==> src/rtl/wave_pkg.sv <==
// Shared types and helpers for the waveform capture writer.
package wave_pkg;

   typedef enum logic [2:0] {
      StStartup,
      StIdle,
      StWait,
      StAddr,
      StData,
      StDone
   } wave_state_e;

   localparam int unsigned BEAT_COUNT   = 4;
   localparam int unsigned BURST_STRIDE = 8;
   localparam int unsigned STRIDE_SHIFT = $clog2(BURST_STRIDE);

   // One captured sample set; a0 goes out on beat 0, b1 on beat 3.
   typedef struct packed {
      logic [11:0] a0;
      logic [11:0] a1;
      logic [11:0] b0;
      logic [11:0] b1;
      logic [15:0] aux;
   } sample_set_t;

   // Beat layout expected by the display unpacker.
   function automatic logic [17:0] pack_beat(input sample_set_t set, input logic [1:0] beat);
      logic [11:0] s;
      logic [3:0]  nib;
      s   = set.a0;
      nib = set.aux[15:12];
      case (beat)
         2'd1: begin s = set.a1; nib = set.aux[11:8]; end
         2'd2: begin s = set.b0; nib = set.aux[7:4];  end
         2'd3: begin s = set.b1; nib = set.aux[3:0];  end
         default: ;
      endcase
      return {1'b0, nib, s[11:8], 1'b0, s[7:0]};
   endfunction

endpackage

==> src/rtl/wave_sample_hold.sv <==
// Decimation counter plus single-entry holding register for kept sample sets.
// With WAVE_TESTPAT_EN defined, a 12-bit ramp replaces the ADC channels.
module wave_sample_hold
   import wave_pkg::*;
#(
   parameter int unsigned DECIMATE = 1
) (
   input  logic        clk_i,
   input  logic        rst_ni,
   input  logic        start_i,
   input  logic        flush_i,
   input  logic        active_i,
   input  logic        strobe_i,
   input  sample_set_t sample_i,
   input  logic        pop_i,
   output logic        load_o,
   output logic        full_o,
   output sample_set_t data_o,
   output logic        overflow_o
);

   localparam logic [15:0] LastCount = 16'(DECIMATE - 1);

   logic [15:0] dcnt_q, dcnt_d;
   logic        full_q, full_d;
   logic        ovf_q, ovf_d;
   sample_set_t hold_q, hold_d;
   sample_set_t set_in;
   logic        keep;

   assign keep = active_i && strobe_i && (dcnt_q == LastCount);
   // A pop in the same cycle frees the slot for the incoming set.
   assign load_o = keep && (!full_q || pop_i);

`ifdef WAVE_TESTPAT_EN
   logic [11:0] ramp_q, ramp_d;

   // Ramp value for the set being kept; channels spaced 256 apart.
   always_comb begin
      set_in.a0  = ramp_q;
      set_in.a1  = ramp_q + 12'h100;
      set_in.b0  = ramp_q + 12'h200;
      set_in.b1  = ramp_q + 12'h300;
      set_in.aux = sample_i.aux;
      ramp_d     = ramp_q;
      if (keep) ramp_d = ramp_q + 12'd1;
      if (start_i) ramp_d = '0;
   end

   // Ramp register restarts at every arm.
   always_ff @(posedge clk_i or negedge rst_ni) begin
      if (!rst_ni) ramp_q <= '0;
      else         ramp_q <= ramp_d;
   end
`else
   // Real ADC inputs feed the holding register directly.
   always_comb begin
      set_in = sample_i;
   end
`endif

   // Next-state for counter, holding register and sticky overflow.
   always_comb begin
      dcnt_d = dcnt_q;
      full_d = full_q;
      hold_d = hold_q;
      ovf_d  = ovf_q;
      if (active_i && strobe_i) dcnt_d = keep ? '0 : dcnt_q + 16'd1;
      if (pop_i) full_d = 1'b0;
      if (load_o) begin
         full_d = 1'b1;
         hold_d = set_in;
      end
      if (keep && !load_o) ovf_d = 1'b1;
      if (start_i) begin
         dcnt_d = '0;
         full_d = 1'b0;
         ovf_d  = 1'b0;
      end
      // An abandoned capture must not leak a stale set into the next one.
      if (flush_i) begin
         dcnt_d = '0;
         full_d = 1'b0;
      end
   end

   // State registers.
   always_ff @(posedge clk_i or negedge rst_ni) begin
      if (!rst_ni) begin
         dcnt_q <= '0;
         full_q <= 1'b0;
         ovf_q  <= 1'b0;
         hold_q <= '0;
      end else begin
         dcnt_q <= dcnt_d;
         full_q <= full_d;
         ovf_q  <= ovf_d;
         hold_q <= hold_d;
      end
   end

   assign full_o     = full_q;
   assign data_o     = hold_q;
   assign overflow_o = ovf_q;

endmodule

==> src/rtl/wave_capture_writer.sv <==
// PSRAM write initiator filling the waveform capture buffer with 4-beat bursts.
// Optional build macro: WAVE_TESTPAT_EN (ramp test pattern instead of ADC data).
module wave_capture_writer
   import wave_pkg::*;
#(
   parameter int unsigned NUM_BURSTS = 800,
   parameter logic [24:0] BASE_ADDR  = 25'h0,
   parameter int unsigned DECIMATE   = 1
) (
   input  logic        clk,
   input  logic        reset,
   input  logic        psram_ready,
   input  logic        arm,
   input  logic [11:0] ad_a0,
   input  logic [11:0] ad_a1,
   input  logic [11:0] ad_b0,
   input  logic [11:0] ad_b1,
   input  logic [15:0] ad_aux,
   input  logic        ad_strobe,
   output logic [24:0] awaddr,
   output logic        awvalid,
   input  logic        awready,
   output logic [17:0] wdata,
   output logic        wvalid,
   input  logic        wready,
   output logic        wlast,
   output logic        busy,
   output logic        done,
   output logic        overflow,
   output logic [21:0] burst_cnt
);

   localparam logic [21:0] LastBurst = 22'(NUM_BURSTS - 1);
   localparam logic [1:0]  LastBeat  = 2'(BEAT_COUNT - 1);

   wave_state_e state_q, state_d;
   logic [21:0] burst_cnt_q, burst_cnt_d;
   logic [1:0]  beat_q, beat_d;
   sample_set_t burst_q, burst_d;
   logic        done_q, done_d;

   sample_set_t sample_in;
   sample_set_t hold_data;
   logic        hold_full;
   logic        hold_load;
   logic        start;
   logic        flush;
   logic        pop;

   assign sample_in = {ad_a0, ad_a1, ad_b0, ad_b1, ad_aux};
   assign busy      = (state_q == StWait) || (state_q == StAddr) || (state_q == StData);
   assign awvalid   = (state_q == StAddr);
   assign wvalid    = (state_q == StData);
   assign wlast     = wvalid && (beat_q == LastBeat);
   assign wdata     = pack_beat(burst_q, beat_q);
   assign awaddr    = BASE_ADDR + (25'(burst_cnt_q) << STRIDE_SHIFT);
   assign pop       = awvalid && awready;
   assign done      = done_q;
   assign burst_cnt = burst_cnt_q;

   wave_sample_hold #(
      .DECIMATE (DECIMATE)
   ) u_sample_hold (
      .clk_i      (clk),
      .rst_ni     (reset),
      .start_i    (start),
      .flush_i    (flush),
      .active_i   (busy),
      .strobe_i   (ad_strobe),
      .sample_i   (sample_in),
      .pop_i      (pop),
      .load_o     (hold_load),
      .full_o     (hold_full),
      .data_o     (hold_data),
      .overflow_o (overflow)
   );

   // Burst FSM next-state; losing psram_ready overrides everything.
   always_comb begin
      state_d     = state_q;
      burst_cnt_d = burst_cnt_q;
      beat_d      = beat_q;
      burst_d     = burst_q;
      done_d      = done_q;
      start       = 1'b0;
      flush       = 1'b0;
      if (!psram_ready) begin
         state_d = StStartup;
         flush   = 1'b1;
      end else begin
         case (state_q)
            StStartup: state_d = StIdle;
            StIdle: begin
               if (arm) begin
                  state_d     = StWait;
                  burst_cnt_d = '0;
                  done_d      = 1'b0;
                  start       = 1'b1;
               end
            end
            // Looking at the load too saves a cycle of address latency.
            StWait: if (hold_full || hold_load) state_d = StAddr;
            StAddr: begin
               if (awready) begin
                  state_d = StData;
                  beat_d  = '0;
                  burst_d = hold_data;
               end
            end
            StData: begin
               if (wready) begin
                  if (beat_q == LastBeat) begin
                     beat_d      = '0;
                     burst_cnt_d = burst_cnt_q + 22'd1;
                     if (burst_cnt_q == LastBurst) begin
                        state_d = StDone;
                        done_d  = 1'b1;
                     end else begin
                        state_d = StWait;
                     end
                  end else begin
                     beat_d = beat_q + 2'd1;
                  end
               end
            end
            StDone: state_d = StIdle;
            default: state_d = StStartup;
         endcase
      end
   end

   // FSM and datapath registers.
   always_ff @(posedge clk or negedge reset) begin
      if (!reset) begin
         state_q     <= StStartup;
         burst_cnt_q <= '0;
         beat_q      <= '0;
         burst_q     <= '0;
         done_q      <= 1'b0;
      end else begin
         state_q     <= state_d;
         burst_cnt_q <= burst_cnt_d;
         beat_q      <= beat_d;
         burst_q     <= burst_d;
         done_q      <= done_d;
      end
   end

endmodule

==> config.mk <==
export PLATFORM = sky130hd
export DESIGN_NAME = wave_capture_writer
export DESIGN_NICKNAME = d
export VERILOG_FILES = /design/src/rtl/wave_pkg.sv /design/src/rtl/wave_sample_hold.sv /design/src/rtl/wave_capture_writer.sv
export SDC_FILE = /design/constraint.sdc
export NUM_CORES = 1
export LEC_CHECK = 0
export BUFFER_PORTS_ARGS = -buffer_cell sky130_fd_sc_hd__buf_2
export CORE_MARGIN = 8
export CORE_UTILIZATION = 35
export DETAILED_ROUTE_END_ITERATION = 7
export GPL_TIMING_DRIVEN = 0
export PLACE_DENSITY = 0.63
export RECOVER_POWER = 100
export SLEW_MARGIN = 20
export SYNTH_ARGS = -nofsm -noshare
export SYNTH_HDL_FRONTEND = slang
export SYNTH_SLANG_ARGS = --single-unit
==> constraint.sdc <==
create_clock -name clk -period 1.9 [get_ports clk]
set_input_delay 0.38 -clock clk [delete_from_list [all_inputs] [get_ports clk]]
set_output_delay 0.38 -clock clk [all_outputs]
set_load 0.03 [all_outputs]
# Word-level counts from Yosys, hierarchy flattened

Cells that the tools add are included.

$add $sub $neg: 3
Equality and inequality tests: 21
Mux-type cells: 36
Reduce and logical (&&, ||, !) cells: 23

Operator list:

| kind                                                                     | number |
|---|---|
| 22-bit 2-to-1 mux                                                        | 3 |
| 16-bit 2-to-1 mux                                                        | 4 |
| 22-bit case mux with 2 select lines                                      | 1 |
| 12-bit case mux with 3 select lines                                      | 1 |
| 22-bit by 1-bit adder with 22-bit output (second input constant)         | 1 |
| 22-bit by 10-bit == test with 1-bit output (second input constant)       | 1 |
| 3-bit 2-to-1 mux                                                         | 7 |
| 16-bit by 1-bit adder with 16-bit output (second input constant)         | 1 |
| 16-bit zero test                                                         | 1 |
| 3-bit case mux with 5 select lines                                       | 1 |
| 1-bit 2-to-1 mux                                                         | 13 |
| 3-bit by 2-bit inequality test with 1-bit output (second input constant) | 4 |
| 4-bit case mux with 3 select lines                                       | 1 |
| 5-bit AND reduction                                                      | 2 |
| 2-bit by 1-bit inequality test with 1-bit output (second input constant) | 4 |
| 3-bit by 2-bit == test with 1-bit output (second input constant)         | 2 |
| 3-bit == test (second input constant)                                    | 2 |
| 1-bit logical AND                                                        | 6 |
| 2-bit 2-to-1 mux                                                         | 3 |
| 6-bit AND reduction                                                      | 1 |
| 2-bit nonzero test                                                       | 3 |
| 2-bit == test (second input constant)                                    | 2 |
| 1-bit logical OR                                                         | 4 |
| 4-bit by 1-bit inequality test with 1-bit output (second input constant) | 1 |
| 13 further kinds                                                         | 14 |

Register bits after elaboration: 174
Output and inout bits: 71
Word-level logic and storage cells: 100

# Depth between registers and ports, before layout

Depth after elaboration: 10
Depth in mapped cells: 8
Mapped depth without buffers: 7

# Modules after synthesis

From an unflattened synthesis, not the netlist that was laid out.

Cell total of the unflattened synthesis: 634
Area total of the unflattened synthesis: 8021.4 um^2

Modules (own cells, without submodules):

| module              | instances | cells an instance | area each (um^2) |
|---|---|---|---|
| wave_capture_writer | 1         | 399               | 4638.2 |
| wave_sample_hold    | 1         | 235               | 3383.2 |

# Worst setup path after synthesis

OpenSTA, ideal clock, no wires.

Path kind: reg-to-output
From: register beat_q[0]
To: output port wdata[0]
Arrival time: 2.060 ns
Path slack: -0.540 ns
Cell stages (with the launch flop): 6
Path buffers: 2
Cell sequence: dfrtp_1 inv_1 ha_1 clkbuf_1 buf_1 mux2i_1

Word-level cells in the longest chain between the ends: 2
Elaborated cells on any way between the ends: 4

Ends and longest elaborated chain:

| item                                                                      | RTL line                   | source |
|---|---|---|
| start, declared                                                           | wave_capture_writer.sv:38  | `logic [1:0] beat_q, beat_d;` |
| start signal, assigned                                                    | wave_capture_writer.sv:143 | `beat_q <= beat_d;` |
| 2-bit == test or 2-bit by 1-bit == test with 1-bit output (tied branches) | wave_pkg.sv:32             | `case (beat)` |
| 12-bit case mux with 3 select lines (*)                                   | wave_pkg.sv:32             |  |
| end, declared                                                             | wave_capture_writer.sv:23  | `output logic [17:0] wdata,` |

Every way passes the cells marked *; elsewhere a longest branch is shown, timed or not.

# Worst setup path after layout

From: register beat_q[0]
To: output port wdata[5]

The elaborated chain is that of the path after synthesis.

==> summary.txt <==
Outcome
  – Status: finished, violations left
  – Violated checks: setup timing

STA
  – Clock skew: 0.01117 ns
  – Max Fclk: 0.3839 GHz
  – Min Hold Slack: 0.1854 ns
  – Slew HR: 40.70%
  – Post-route clock period utilization: 137.1%
  – Fin worst setup slack: -0.7048 ns
  – Max-slew violation count: 0
  – Final setup vio count: 166
  – Actual slew at the worst max-slew pin: 0.8895 ns
  – Final Critical Period: 2.605 ns
  – RSZ-0062 raised after global routing: yes
  – Hold Vio Cnt, Final: 0
  – Final setup TNS: -32.17 ns

Setup path
  – Setup crit start kind: flip-flop
  – Crit-path slowest cell: a222oi_1
  – Max incr delay on CP: 0.58 ns
  – Launch point of the worst reg-to-reg path: u_sample_hold.dcnt_q[4]
  – Worst reg-to-reg setup slack: -0.35 ns
  – Crit-path max FO: 4
  – CP Cell Sequence: ha_4 -> clkbuf_16 -> buf_12 -> a222oi_1 -> mux2i_2 -> buf_6
  – Worst-case reg-to-reg path depth: 9
  – FF-to-FF End: u_sample_hold.data_o[54]
  – Critical Path RT: 1.52 ns
  – CP Class: flip-flop to primary output
  – Crit end category: primary output
  – Critical path arrival: 2.22 ns

Clock tree
  – Root Driver: clkbuf_16
  – Clock Path Buffers: 2
  – Clock Sinks: 174
  – Worst skew pair latency: roughly 0.42 ns
  – CTS buffer count: 17
  – Worst-path clk slew: 0.07 ns
  – CTS tree: built
  – CTS H-tree depth: 4

Logic synthesis
  – Simple-gate share of the synthesized area: 9.644%
  – Avg Inst Size Synth: about 13 µm²
  – Mux cell area share after synthesis: 22.26%
  – Synth area leader: dfrtp_1
  – Mapped cell area: 8252 µm²
  – Top_reg_cell synth: dfrtp_1
  – Synthesis-stage register bit count: 174
  – Synth area leaders: dfrtp_1 (53%), mux2_4 (11%), mux2_2 (9.3%)
  – Largest family of logic cells by synthesized area: multiplexers
  – Synth Warn #: 0
  – Synth top area share: 52.77%
  – Synth Area in Compound Gates: between 4 and 5%
  – XOR/XNOR Fraction of Synth Area: 3.184%
  – Netlist cell types: 54
  – Seq/Total Area, Yosys: between 50% and 60%
  – Mapped Cells: ~640
  – Fraction of registers with async set/reset: 100.0%
  – Post-Synth Adder-Cell Area: under 10%
  – Number of synthesized flops with an enable pin: 0

Layout
  – Fillers: approximately 2.1k
  – Share of layout cells above drive strength 1: 46.75%
  – Multi-input gate area in the final layout: 3717 µm²
  – Area Growth Syn to Fin: 34.75%
  – # nets final: 928
  – Sequential cell area: 4359 µm²
  – Antenna cells: 0

Placed design
  – Post-DP HPWL: 14.03 mm
  – RD Place Congestion: 0.7834
  – Port Buffers: 136

Routing
  – Via density: 4.822
  – Drt wl/cell: about 18 µm
  – Drt first-iter violations: 315
  – Detail Route Antenna Nets: 0
  – Via count: 5695
  – 1st-pass router iterations: 5
  – Drt drc: 0
  – Post-Route WL: approximately 22 mm

Power and ir drop
  – Peak supply drop: between 600 and 700 µV
  – LEAKAGE: 0.005158 µW
  – P per Cell Area: 1145 nW/µm²

Min path
  – HP Class: primary input to flip-flop
  – Hold Crit Endpoint: u_sample_hold.data_o[21]
  – Worst Hold Launch: ad_b1[5]
  – Hold Path Stages: 2

GRT
  – First-pass GRT wire length: approximately 34 mm
  – Aggregate global routing overflow: 0
  – Gr usage total: 15.19%
  – Number of global-route vias before repair: approximately 6k
  – Largest net degree at the start of global routing: 95
  – Initial antenna violation count: 3

Floorplanning
  – # IOs: 142
  – FP Rows: 56
  – DIE AREA: 28750 µm²
  – Chip Width: 169.5 µm
  – Chip Height: approximately 170 µm
  – Total core area: 23330 µm²
  – Initial core utilization: 35.37%

Run
  – Max-Cap Viols: 0
-- registers in the layout (all words and copies together), names as in the netlist --
| register | cells |
|---|---|
| burst_cnt | 22 |
| u_sample_hold.dcnt_q | 16 |
| burst_q | 64 |
| beat_q | 2 |
| u_sample_hold.overflow_o | 1 |
| u_sample_hold.data_o | 64 |
| u_sample_hold.full_o | 1 |
| state_q | 3 |
| done | 1 |
-- cells by family (layout without fill, tap and decap cells) --
| group | count (synthesis) | after routing |
|---|---|---|
| flip-flops | 174 | 174 |
| AND/OR/NAND/NOR | 149 | 149 |
| multiplexers | 145 | 145 |
| buffers and inverters | 82 | 301 |
| AO/OA/AOI/OAI | 51 | 51 |
| XOR/XNOR | 30 | 30 |
| adder cells (fa/ha/maj) | 7 | 7 |
| other | 1 | 5 |
-- cells in the final DEF (no fill, tap or decap), types with 5 or more instances in the layout --
cell type and instances:
clkbuf_1 47, conb_1 5, buf_6 28, inv_1 24, mux2i_4 10, mux2_4 64
clkbuf_16 22, a21oi_1 11, mux2_2 64, xnor2_1 7, nand2_1 19, o21ai_0 11
nand3_1 24, buf_2 72, dfrtp_1 170, a222oi_1 16, mux2i_2 6, nor2_1 36
nand4_1 17, buf_4 58, and3_1 5, clkbuf_2 8, buf_12 16, nor3_1 6
xor2_1 23
-- worst max path at each step --
stage | startpoint | end | slack, ns | cells after the start
detailed placement | state_q[1] | burst_q[19] | -0.57 | 5
CTS | beat_q[0] | wdata[7] | -0.72 | 6
global route | beat_q[1] | wdata[7] | -0.78 | 6
global placement | reset | burst_cnt[0] | -2.73 | 1
floorplan | u_sample_hold.dcnt_q[6] | u_sample_hold.data_o[0] | -0.11 | 7
finish | beat_q[0] | wdata[5] | -0.70 | 6
-- cell usage after synthesis (16+ instances only) --
library cell / count
a222oi_1: 16
buf_4: 28
clkbuf_1: 19
dfrtp_1: 174
inv_1: 24
mux2_2: 68
mux2_4: 60
mux2i_1: 17
nand2_1: 21
nand3_1: 24
nand4_1: 17
nor2_1: 37
xor2_1: 23
-- final cells by class --
cell class                 instances  share of cell area, %
tap                              319                  3.590
clock inverter                     9                 0.9114
sequential                       174                  39.20
timing repair buffer             193                  12.74
clock buffer                      22                  4.265
multi-input combinational        387                  33.43
inverter                          25                 0.8439
buffer                            52                  5.019
-- stage by stage --
stage / instances / setup WS, ns / power, µW / utilization, % / instance area, µm²
2_1_floorplan: 643 / -0.1126 / 7994 / - / 8501
3_3_place_gp: 1098 / -2.733 / 8757 / 41.06 / 9580
3_5_place_dp: 1100 / -0.5675 / 8869 / 41.34 / 9646
4_1_cts: 1169 / -0.7241 / 12880 / 47.46 / 11070
5_1_grt: 1181 / -0.7779 / 13390 / 47.66 / 11120
6_report: 1181 / -0.7048 / 12730 / 47.66 / 11120
-- layer usage --
layer | part of all wire, % | GRT usage, %
met1 | 46 | 20.82
met2 | 48 | 23.97
met3 | 5.1 | 3.652
met4 | 1.0 | 3.463
met5 | 0.19 | 0
-- report_power, final --
group,switching (µW),internal [µW]
clock network,1500,1940
logic,1410,2230
registers,692,4950
total,3610,9120
-- timing repair --
action                     4_1_cts  5_1_grt
buffers inserted                33       18
hold buffers                     1        0
setup endpoints to repair      173      133
pin swaps                       16       19
hold endpoints to repair        18        0
cloned                           9        1
gates resized for setup         98       41
-- worst max-delay path: cells and delay by family, from the launching register on --
kind | cells | cell delay [ns]
AO/OA/AOI/OAI | 1 | 0.58
adder cells (fa/ha/maj) | 1 | 0.18
buffers and inverters | 3 | 0.46
flip-flops | 1 | 0.44
multiplexers | 1 | 0.16
(Power assumes the default switching activity.)
